File: config.mk
export PLATFORM = sky130hd
export DESIGN_NAME = uart_fifo_bridge_flat
export DESIGN_NICKNAME = d
export VERILOG_FILES = /design/src/rtl/uart_fifo_bridge_if.sv /design/src/rtl/uart_fifo_bridge.sv /design/src/flat_wrapper.sv
export SDC_FILE = /design/constraint.sdc
export NUM_CORES = 1
export LEC_CHECK = 0
export CAP_MARGIN = 15
export CORE_ASPECT_RATIO = 1.2
export CORE_MARGIN = 1.5
export CORE_UTILIZATION = 54
export CTS_CLUSTER_DIAMETER = 120
export CTS_CLUSTER_SIZE = 14
export DETAILED_ROUTE_END_ITERATION = 6
export HOLD_SLACK_MARGIN = 0.15
export PLACE_DENSITY = 0.85
export REMOVE_ABC_BUFFERS = 1
export SETUP_SLACK_MARGIN = 0.05
export SKIP_CTS_REPAIR_TIMING = 1
export SLEW_MARGIN = 40
export SYNTH_ARGS = -nofsm -noshare
export SYNTH_HDL_FRONTEND = slang
export SYNTH_SLANG_ARGS = --single-unit
File: constraint.sdc
create_clock -name clk -period 3 [get_ports clk]
set_input_delay 0.6 -clock clk [delete_from_list [all_inputs] [get_ports clk]]
set_output_delay 0.6 -clock clk [all_outputs]
set_load 0.1 [all_outputs]
File: src/rtl/uart_fifo_bridge_if.sv
// ---------------------------------------------------------------------------
// uart_fifo_bridge_if
//   Bundles the CPU data/control register bus and the simpleuart data
//   register bus that pass through uart_fifo_bridge.
//
//   CPU side   : bus_dat_we/re/di/do/wait, bus_ctrl_we/di, bus_stat_do, irq
//   UART side  : uart_dat_we/di/wait, uart_dat_re/do
//
//   Modports
//     slave  : the bridge itself
//     master : whatever sits around the bridge (CPU and UART together)
// ---------------------------------------------------------------------------
interface uart_fifo_bridge_if;
  // CPU bus
  logic        bus_dat_we;
  logic        bus_dat_re;
  logic [31:0] bus_dat_di;
  logic [31:0] bus_dat_do;
  logic        bus_dat_wait;
  logic        bus_ctrl_we;
  logic [31:0] bus_ctrl_di;
  logic [31:0] bus_stat_do;
  logic        irq;
  // simpleuart data register bus
  logic        uart_dat_we;
  logic [31:0] uart_dat_di;
  logic        uart_dat_wait;
  logic        uart_dat_re;
  logic [31:0] uart_dat_do;

  modport slave (
    input  bus_dat_we, bus_dat_re, bus_dat_di, bus_ctrl_we, bus_ctrl_di,
    input  uart_dat_wait, uart_dat_do,
    output bus_dat_do, bus_dat_wait, bus_stat_do, irq,
    output uart_dat_we, uart_dat_di, uart_dat_re
  );

  modport master (
    output bus_dat_we, bus_dat_re, bus_dat_di, bus_ctrl_we, bus_ctrl_di,
    output uart_dat_wait, uart_dat_do,
    input  bus_dat_do, bus_dat_wait, bus_stat_do, irq,
    input  uart_dat_we, uart_dat_di, uart_dat_re
  );
endinterface

File: src/rtl/uart_fifo_bridge.sv
// ---------------------------------------------------------------------------
// uart_fifo_bridge
//   TX and RX byte FIFOs between the CPU data register bus and simpleuart.
//   CPU writes are buffered and drained into the UART; bytes the UART shows
//   as valid are pulled into the RX FIFO for the CPU to read later. A
//   registered, level-sensitive interrupt reports RX fill and TX empty.
//
// Ports
//   clk, resetn : clock, asynchronous active-low reset
//   bus.slave   : CPU data/control/status registers and irq, plus the
//                 simpleuart data register bus (see uart_fifo_bridge_if)
//
// Handshakes (all sampled on the rising clk edge):
//   - CPU TX write : transfer when bus_dat_we && !bus_dat_wait.
//   - UART TX      : transfer when uart_dat_we && !uart_dat_wait; we holds
//                    while data is queued, di is the queue head.
//   - UART RX      : uart_dat_re is a single-cycle take strobe asserted when
//                    uart_dat_do[31] is 0 and there is room; the byte is
//                    captured on that same edge.
//   - CPU RX read  : bus_dat_do shows the head; bus_dat_re pops it.
// ---------------------------------------------------------------------------
module uart_fifo_bridge #(
  parameter int DEPTH_LOG2   = 4,
  parameter int RX_IRQ_LEVEL = 1
) (
  input logic               clk,
  input logic               resetn,
  uart_fifo_bridge_if.slave bus
);
  localparam int DEPTH = 1 << DEPTH_LOG2;
  localparam int CW    = DEPTH_LOG2 + 1;

  typedef logic [DEPTH_LOG2-1:0] ptr_t;
  typedef logic [CW-1:0]         cnt_t;

  logic [7:0] tx_mem [DEPTH];
  logic [7:0] rx_mem [DEPTH];
  ptr_t       tx_wr, tx_rd, rx_wr, rx_rd;
  cnt_t       tx_count, rx_count;
  logic       rx_ie, tx_ie, irq_q;

  logic tx_full, tx_empty, rx_full, rx_empty;
  logic tx_flush, rx_flush;
  logic tx_push, tx_pop, rx_take, rx_pop;
  logic irq_next;

  assign tx_full  = (tx_count == cnt_t'(DEPTH));
  assign tx_empty = (tx_count == '0);
  assign rx_full  = (rx_count == cnt_t'(DEPTH));
  assign rx_empty = (rx_count == '0);

  assign tx_flush = bus.bus_ctrl_we && bus.bus_ctrl_di[3];
  assign rx_flush = bus.bus_ctrl_we && bus.bus_ctrl_di[2];

  assign tx_push = bus.bus_dat_we && !tx_full;
  assign tx_pop  = !tx_empty && !bus.uart_dat_wait;
  // Gated by resetn so the UART is never told to drop a byte during reset.
  assign rx_take = resetn && !bus.uart_dat_do[31] && !rx_full;
  assign rx_pop  = bus.bus_dat_re && !rx_empty;

  // A write landing in a TX flush cycle is accepted and thrown away, so the
  // CPU is never held even if the FIFO was full before the flush.
  assign bus.bus_dat_wait = bus.bus_dat_we && tx_full && !tx_flush;

  assign bus.uart_dat_we = !tx_empty;
  assign bus.uart_dat_di = {24'h0, tx_mem[tx_rd]};
  assign bus.uart_dat_re = rx_take;

  assign bus.bus_dat_do  = rx_empty ? 32'hFFFF_FFFF : {24'h0, rx_mem[rx_rd]};
  assign bus.bus_stat_do = {10'h0, tx_ie, rx_ie, tx_full, tx_empty,
                            rx_full, rx_empty, 8'(tx_count), 8'(rx_count)};
  assign bus.irq = irq_q;

  // Storage carries no reset: contents are only visible through the counts.
  always_ff @(posedge clk) begin
    if (tx_push && !tx_flush) tx_mem[tx_wr] <= bus.bus_dat_di[7:0];
    if (rx_take && !rx_flush) rx_mem[rx_wr] <= bus.uart_dat_do[7:0];
  end

  always_ff @(posedge clk or negedge resetn) begin
    if (!resetn) begin
      tx_wr    <= '0;
      tx_rd    <= '0;
      tx_count <= '0;
    end else if (tx_flush) begin
      tx_wr    <= '0;
      tx_rd    <= '0;
      tx_count <= '0;
    end else begin
      if (tx_push) tx_wr <= tx_wr + ptr_t'(1);
      if (tx_pop)  tx_rd <= tx_rd + ptr_t'(1);
      case ({tx_push, tx_pop})
        2'b10:   tx_count <= tx_count + cnt_t'(1);
        2'b01:   tx_count <= tx_count - cnt_t'(1);
        default: tx_count <= tx_count;
      endcase
    end
  end

  always_ff @(posedge clk or negedge resetn) begin
    if (!resetn) begin
      rx_wr    <= '0;
      rx_rd    <= '0;
      rx_count <= '0;
    end else if (rx_flush) begin
      rx_wr    <= '0;
      rx_rd    <= '0;
      rx_count <= '0;
    end else begin
      if (rx_take) rx_wr <= rx_wr + ptr_t'(1);
      if (rx_pop)  rx_rd <= rx_rd + ptr_t'(1);
      case ({rx_take, rx_pop})
        2'b10:   rx_count <= rx_count + cnt_t'(1);
        2'b01:   rx_count <= rx_count - cnt_t'(1);
        default: rx_count <= rx_count;
      endcase
    end
  end

  // Interrupt reflects the pre-edge state, hence one cycle behind the FIFOs.
  always_comb begin
    irq_next = 1'b0;
    if (rx_ie && (rx_count >= cnt_t'(RX_IRQ_LEVEL))) irq_next = 1'b1;
    if (tx_ie && tx_empty)                          irq_next = 1'b1;
  end

  always_ff @(posedge clk or negedge resetn) begin
    if (!resetn) begin
      rx_ie <= 1'b0;
      tx_ie <= 1'b0;
      irq_q <= 1'b0;
    end else begin
      irq_q <= irq_next;
      if (bus.bus_ctrl_we) begin
        rx_ie <= bus.bus_ctrl_di[0];
        tx_ie <= bus.bus_ctrl_di[1];
      end
    end
  end

  logic unused_bits;
  assign unused_bits = ^{bus.bus_dat_di[31:8], bus.bus_ctrl_di[31:4],
                         bus.uart_dat_do[30:8]};
endmodule
File: src/flat_wrapper.sv
// flat-port wrapper written by rule: the top's interface ports become plain ports
module uart_fifo_bridge_flat 
#(
  parameter int DEPTH_LOG2   = 4,
  parameter int RX_IRQ_LEVEL = 1
)
  (clk, resetn, bus_bus_dat_we, bus_bus_dat_re, bus_bus_dat_di, bus_bus_ctrl_we, bus_bus_ctrl_di, bus_uart_dat_wait, bus_uart_dat_do, bus_bus_dat_do, bus_bus_dat_wait, bus_bus_stat_do, bus_irq, bus_uart_dat_we, bus_uart_dat_di, bus_uart_dat_re);
  uart_fifo_bridge_if bus_i ();
  input logic clk;
  input logic resetn;
  input wire logic [$bits(bus_i.bus_dat_we)-1:0] bus_bus_dat_we;
  input wire logic [$bits(bus_i.bus_dat_re)-1:0] bus_bus_dat_re;
  input wire logic [$bits(bus_i.bus_dat_di)-1:0] bus_bus_dat_di;
  input wire logic [$bits(bus_i.bus_ctrl_we)-1:0] bus_bus_ctrl_we;
  input wire logic [$bits(bus_i.bus_ctrl_di)-1:0] bus_bus_ctrl_di;
  input wire logic [$bits(bus_i.uart_dat_wait)-1:0] bus_uart_dat_wait;
  input wire logic [$bits(bus_i.uart_dat_do)-1:0] bus_uart_dat_do;
  output wire logic [$bits(bus_i.bus_dat_do)-1:0] bus_bus_dat_do;
  output wire logic [$bits(bus_i.bus_dat_wait)-1:0] bus_bus_dat_wait;
  output wire logic [$bits(bus_i.bus_stat_do)-1:0] bus_bus_stat_do;
  output wire logic [$bits(bus_i.irq)-1:0] bus_irq;
  output wire logic [$bits(bus_i.uart_dat_we)-1:0] bus_uart_dat_we;
  output wire logic [$bits(bus_i.uart_dat_di)-1:0] bus_uart_dat_di;
  output wire logic [$bits(bus_i.uart_dat_re)-1:0] bus_uart_dat_re;
  assign bus_i.bus_dat_we = bus_bus_dat_we;
  assign bus_i.bus_dat_re = bus_bus_dat_re;
  assign bus_i.bus_dat_di = bus_bus_dat_di;
  assign bus_i.bus_ctrl_we = bus_bus_ctrl_we;
  assign bus_i.bus_ctrl_di = bus_bus_ctrl_di;
  assign bus_i.uart_dat_wait = bus_uart_dat_wait;
  assign bus_i.uart_dat_do = bus_uart_dat_do;
  assign bus_bus_dat_do = bus_i.bus_dat_do;
  assign bus_bus_dat_wait = bus_i.bus_dat_wait;
  assign bus_bus_stat_do = bus_i.bus_stat_do;
  assign bus_irq = bus_i.irq;
  assign bus_uart_dat_we = bus_i.uart_dat_we;
  assign bus_uart_dat_di = bus_i.uart_dat_di;
  assign bus_uart_dat_re = bus_i.uart_dat_re;
  uart_fifo_bridge #(.DEPTH_LOG2(DEPTH_LOG2), .RX_IRQ_LEVEL(RX_IRQ_LEVEL)) u_core (.clk(clk), .resetn(resetn), .bus(bus_i));
endmodule
==> out/metrics.yaml, run 1 <==
die:
  ios: 202
  core_area_mm2: 0.0225
  initial_core_util_pct: 55.3
  die_h_um: 169
  die_area_mm2: 0.0240
  row_count: 60
  fp.dieW_um: 142
critical_path:
  crit_chain: "inv_4 -> ha_4 -> or4b_4 -> clkinvlp_4 -> buf_4 -> a31oi_4 -> o21ai_2 -> buf_12"
  cpPeakStageDelay_ns: 0.53
  crit_family: "buffers and inverters"
  reg2reg_from: "u_core.tx_count[1]"
  critPathLaunchType: "register"
  crit_slowest_cell: "or4b_4"
  crit_required_ns: 2.40
  crit_path_end_kind: "output port"
  crit_fanout: 5
  cp_num_buf_inv: 4
  crit_type: "register to output port"
  reg2reg_depth: 10
  reg2reg_to: "u_core.tx_count[4]"
  arrival_ns: 2.49
  reg2reg_slack_ns: 0.33
sta:
  rsz0062_at_grt: "true"
  worst_pin_slew_ns: 1.09
  finalWorstSetupSlack_ns: -0.0871
  clock-skew-final_ns: 0.0369
  slew-limit-headroom_pct: 27.2
  fin_crit_ns: 3.09
  setup_viol: 30
  finalCritPeriodShare_pct: 103
  slew_violations: 0
  max_clock_freq_mhz: 324
  hold_violations: 0
synth:
  syn_inst: 768
  syn_area_per_cell_um2: 16.2
  netlist_area_mm2: 0.0124
  yosys_most_used_dff: "edfxtp_1"
  synth_warnings: 0
  synth_top_cell_by_area: "edfxtp_1"
  synth-seq-area-share_pct: 67.6
  synth_commonest_cells: "edfxtp_1, buf_4, mux2i_1"
  synth.area.top_cells: "edfxtp_1, mux4_2, dfrtp_1"
  ys_types: 52
  async_flop_share_pct: 10.2
  ys_seq_elements: 285
  synth_edf_count: 256
  synth.most_common_cell: "edfxtp_1"
  yosysTopAreaCellShare_pct: 61.8
final_layout:
  drive_above_1_share_pct: 30.1
  multiInputGateArea_mm2: 0.00366
  area_delta_synth_final_pct: 23.5
  stdcell_count: 1187
  final_area_mm2: 0.0154
  nNetsFinal: 1018
  num_antenna_cells: 0
  seq_area_mm2: 0.00842
  fillers: 1369
  fin_util_pct: 68.3
global_route:
  grt_usage_pct: 20.3
  grt_max_degree: 42
  grt-ovfl-total: 0
  grt_pass1_vias: 6770
  grt_pass1_wl_mm: 37.5
  antenna_found_initial: 0
clocking:
  root_buffer: "clkbuf_16"
  insertion_delay_ns: 0.53
  cts.path.max_buffers: 3
  path_clk_slew_ns: 0.07
  cts-buffers-inserted: 24
  cts_tree: "built"
  h-tree-depth: 1
  cts_sinks: 285
placed_design:
  gp_congestion: 0.807
  dp_slack_ns: 0.131
  dpl.cell_count: 1120
  placed_area_mm2: 0.0139
  dp_hpwl_mm: 16.2
  io_buffers: 86
drt:
  drc: 0
  postRouteWirelength_mm: 26.9
  routedWlPerCell_um: 22.6
  vias_per_cell: 5.91
  drtIter0Drc: 543
  drtAntennaViolNets: 0
  num_vias: 7012
  first_pass_iters: 5
run:
  maxCapViolations: 0
worst_hold_path:
  min_path_type: "register to register"
  whs_path_depth: 1
  hold_path_end: "u_core.bus.irq"
  hold_start: "u_core.tx_ie"
run_status:
  violations: "negative setup slack"
  status: "finished with violations"
how the worst max path moves through the flow:
| stage | startpoint | end | slack (ns) | cells after the start |
|---|---|---|---|---|
| after floorplan | u_core.rx_count[1] | bus_bus_dat_do[0] | -19.80 | 6 |
| after global placement | bus_bus_dat_we | u_core.tx_count[4] | 0.16 | 10 |
| after detailed placement | bus_bus_dat_we | u_core.tx_count[4] | 0.13 | 10 |
| after CTS | u_core.rx_count[1] | bus_bus_dat_do[4] | -0.32 | 7 |
| after global routing | u_core.rx_count[1] | bus_bus_dat_do[3] | -0.15 | 8 |
| final | u_core.rx_count[1] | bus_bus_dat_do[3] | -0.09 | 8 |
flip-flops by register name, summed over array words and instances, names as in the netlist, 4 cells and up:
register         flops
u_core.rx_count      5
u_core.rx_mem      128
u_core.rx_rd         4
u_core.rx_wr         4
u_core.tx_count      5
u_core.tx_mem      128
u_core.tx_rd         4
u_core.tx_wr         4
logic make-up after synthesis:
kind of cell | share of synthesized area (%)
XOR/XNOR | 1.27
AND/OR/NAND/NOR | 5.43
other | 0.0301
buffers and inverters | 6.70
adder cells (fa/ha/maj) | 1.91
multiplexers | 12.1
flip-flops | 67.6
AO/OA/AOI/OAI | 4.94
cell type report:
type,count,share of cell area [%]
Tap cell,279,2.27
Timing Repair Buffer,168,14.3
Multi-Input combinational cell,402,23.8
Clock inverter,2,0.179
Timing Repair inverter,1,0.0488
Sequential cell,285,54.8
Clock buffer,35,4.18
Inverter,15,0.439
per-layer routing:
metal	vias up	track usage (%)	wire, um
li1	3085	-	-
met1	3579	25.1	9800
met2	279	37.7	14800
met3	69	2.48	1440
met4	0	4.98	864
met5	-	0	0
through the flow:
stage	hold slack, ns	TNS, ns
after CTS	0.536	-9.02
after floorplan	0.304	-558.06
final	0.537	-1.17
after global routing	0.556	-2.77
after global placement	0.508	0
after detailed placement	0.520	0
layout by cell type, fill, tap and decap left out, drive strengths merged, types with 3 or more instances in the layout:
| cell type | count |
|---|---|
| o21ai | 23 |
| a31oi | 10 |
| and3 | 4 |
| a221oi | 16 |
| inv | 14 |
| nor2 | 54 |
| edfxtp | 256 |
| a211oi | 3 |
| and2 | 6 |
| clkbuf | 43 |
| xnor2 | 8 |
| nor3 | 8 |
| ha | 19 |
| or3 | 4 |
| a21oi | 11 |
| buf | 134 |
| o21a | 3 |
| xor2 | 10 |
| conb | 40 |
| nand2 | 25 |
| nand3 | 13 |
| dfrtp | 29 |
| mux4 | 40 |
| nand2b | 11 |
| a22oi | 16 |
| nor2b | 3 |
| clkdlybuf4s50 | 26 |
| mux2i | 58 |
Power of run 1 is left out: the tool's default activity adds up to more than one toggle a clock period on the data nets, which glitch-free logic cannot reach.
==> run 2, diff against run 1 <==
--- a/config.mk
+++ b/config.mk
@@ -5,6 +5,7 @@
 export SDC_FILE = /design/constraint.sdc
 export NUM_CORES = 1
 export LEC_CHECK = 0
+export ABC_CLOCK_PERIOD_IN_PS = 3000
 export CAP_MARGIN = 15
 export CORE_ASPECT_RATIO = 1.2
 export CORE_MARGIN = 1.5
==> results of run 2 <==
The final DEF is identical to that of run 1; final timing and power are the same.
Power of run 2 is left out for the same reason.
==> run 3, diff against run 2 <==
--- a/config.mk
+++ b/config.mk
@@ -22,3 +22,4 @@
 export SYNTH_ARGS = -nofsm -noshare
 export SYNTH_HDL_FRONTEND = slang
 export SYNTH_SLANG_ARGS = --single-unit
+export TNS_END_PERCENT = 30
==> run 3 against run 2 <==
Net effect:
- the run still ends with negative setup slack left
- first-iteration DRC count increased by 1.5%
- flip-flop and latch count unchanged
- clock skew decreased by 0.0070 ns
- worst setup slack improved by 0.023 ns
- clock-buffer cell count unchanged
- global-route usage unchanged
- final area decreased by 2.2%
- register-to-register slack about the same
- via count decreased by 1.9%
- critical path depth decreased by 2
- critical endpoint is now bus_bus_dat_do[5]
- highest routed layer unchanged
==> out/metrics.yaml, run 3 (synthesis gave the netlist of run 1 again) <==
clocking:
  root_buffer: "clkbuf_16"  # unchanged
  cts_tree: "built"  # unchanged
  cts.path.max_buffers: 3  # unchanged
  path_clk_slew_ns: 0.07  # about the same
  cts-buffers-inserted: 24  # unchanged
  cts_sinks: 285  # unchanged
  h-tree-depth: 1  # unchanged
  insertion_delay_ns: 0.53  # about the same
critical_path:
  crit_start: "u_core.rx_rd[0]"  # was u_core.rx_count[1]
  reg2reg_depth: 10  # unchanged
  reg2reg_to: "u_core.tx_count[4]"  # unchanged
  crit_type: "register to output port"  # unchanged
  cp_common_cell: "buf_12"
  crit_slowest_cell: "mux4_1"  # was or4b_4
  cpPeakStageDelay_ns: 0.55  # was 0.53 ns
  arrival_ns: 2.46  # was 2.49 ns
  crit_family: "multiplexers"  # was buffers and inverters
  reg2reg_from: "u_core.tx_count[1]"  # unchanged
  crit_path_end_kind: "output port"  # unchanged
  critPathLaunchType: "register"  # unchanged
  crit_required_ns: 2.40  # about the same
  cp_num_buf_inv: 3  # was 4
  reg2reg_slack_ns: 0.33  # about the same
  crit_chain: "buf_12 -> buf_12 -> mux4_1 -> mux2i_1 -> o21ai_2 -> buf_12"  # was inv_4 -> ha_4 -> or4b_4 -> clkinvlp_4 -> buf_4 -> a31oi_4 -> o21ai_2 -> buf_12
  crit_fanout: 6  # was 5
sta:
  slew-limit-headroom_pct: 40.4  # was 27.2%
  max_clock_freq_mhz: 326  # was 324 MHz
  finalCritPeriodShare_pct: 102  # was 103%
  finalWorstSetupSlack_ns: -0.0641  # was -0.0871 ns
  hold_violations: 0  # unchanged
  clock-skew-final_ns: 0.0299  # was 0.0369 ns
  worst_pin_slew_ns: 0.895  # was 1.09 ns
  rsz0062_at_grt: "true"  # unchanged
  fin_crit_ns: 3.06  # was 3.09 ns
  slew_violations: 0  # unchanged
  setup_viol: 10  # was 30
worst_hold_path:
  whs_path_depth: 1  # unchanged
  hold_start: "u_core.tx_ie"  # unchanged
  min_path_type: "register to register"  # unchanged
  hold_path_end: "u_core.bus.irq"  # unchanged
placed_design:
  gp_congestion: 0.807  # unchanged
  dp_hpwl_mm: 16.2  # unchanged
  io_buffers: 86  # unchanged
drt:
  drc: 0  # unchanged
  vias_per_cell: 5.86  # was 5.91
  postRouteWirelength_mm: 25.5  # was 26.9 mm
  drtAntennaViolNets: 0  # unchanged
  routedWlPerCell_um: 21.8  # was 22.6 um
  first_pass_iters: 5  # unchanged
  num_vias: 6881  # was 7,012
  drtIter0Drc: 551  # was 543
global_route:
  use_met1_pct: 25.1  # unchanged
  grt_pass1_wl_mm: 37.5  # unchanged
  grt_pass1_vias: 6770  # unchanged
  grt-ovfl-total: 0  # unchanged
  top_usage_layer: "met2"  # unchanged
  met2_usage_pct: 37.7  # unchanged
  antenna_found_initial: 0  # unchanged
  met3_usage_pct: 2.48  # unchanged
  grt_max_degree: 42  # unchanged
  grt_usage_pct: 20.3  # unchanged
die:
  ios: 202  # unchanged
  die_area_mm2: 0.0240  # unchanged
  row_count: 60  # unchanged
  core_area_mm2: 0.0225  # unchanged
  die_h_um: 169  # unchanged
  initial_core_util_pct: 55.3  # unchanged
  fp.dieW_um: 142  # unchanged
run_status:
  violations: "negative setup slack"  # unchanged
  status: "finished with violations"  # unchanged
final_layout:
  area_delta_synth_final_pct: 20.7  # was 23.5%
  final_cell_mix: "edfxtp_1, buf_4, mux2i_1, nor2_1, conb_1"  # was edfxtp_1, buf_4, nor2_1, mux2i_1, conb_1
  num_antenna_cells: 0  # unchanged
  nNetsFinal: 1005  # was 1,018
  final_common_cell: "edfxtp_1"  # unchanged
  drive_above_1_share_pct: 26.9  # was 30.1%
  fin_util_pct: 66.7  # was 68.3%
  largestRegisters: "u_core.rx_mem: 128 flops, u_core.tx_mem: 128 flops"  # unchanged
run:
  maxCapViolations: 0  # unchanged
-- run 3: worst max-delay path by stage --
stage | to | slack (ns) | cells past startpoint
final | bus_bus_dat_do[5] | -0.06 | 6
after global routing | bus_bus_dat_do[0] | -0.12 | 6
after CTS | bus_bus_dat_do[4] | -0.32 | 7
after detailed placement | u_core.tx_count[4] | 0.13 | 10
after global placement | u_core.tx_count[4] | 0.16 | 10
after floorplan | bus_bus_dat_do[0] | -19.80 | 6
-- run 3: per-stage QoR --
stage                     setup WS [ns]  instance area (um2)  TNS [ns]  std cells  hold slack (ns)
after floorplan                  -19.80                11800   -558.06        701            0.304
after global placement            0.158                13900         0       1120            0.508
after detailed placement          0.131                13900         0       1120            0.520
after CTS                        -0.321                14500     -9.02       1157            0.536
after global routing             -0.123                15000     -2.08       1174            0.556
final                           -0.0641                15000    -0.235       1174            0.536
-- run 3: layout make-up --
type,instances,area [um2]
Clock buffer,35,642
Inverter,15,67.6
Tap cell,279,349
Timing Repair inverter,1,7.51
Multi-Input combinational cell,401,3510
Clock inverter,2,27.5
Timing Repair Buffer,156,2010
Fill cell,1444,7490
Sequential cell,285,8420
-- run 3: worst reg2reg max path, stage by stage, from the launching register on --
cell      delay [ns]
dfrtp_1         0.47
or3_4           0.44
o21a_4          0.27
clkinv_4        0.05
ha_1            0.27
xor2_1          0.11
ha_1            0.21
a21o_2          0.20
a31oi_1         0.22
a31oi_1         0.11
a41o_1          0.21
-- run 3: layer usage --
metal,vias up,part of all wire (%)
met2,284,56
met5,-,0
met4,0,2.0
li1,3056,-
met3,35,5.3
met1,3506,37
Power of run 3 is left out for the same reason.
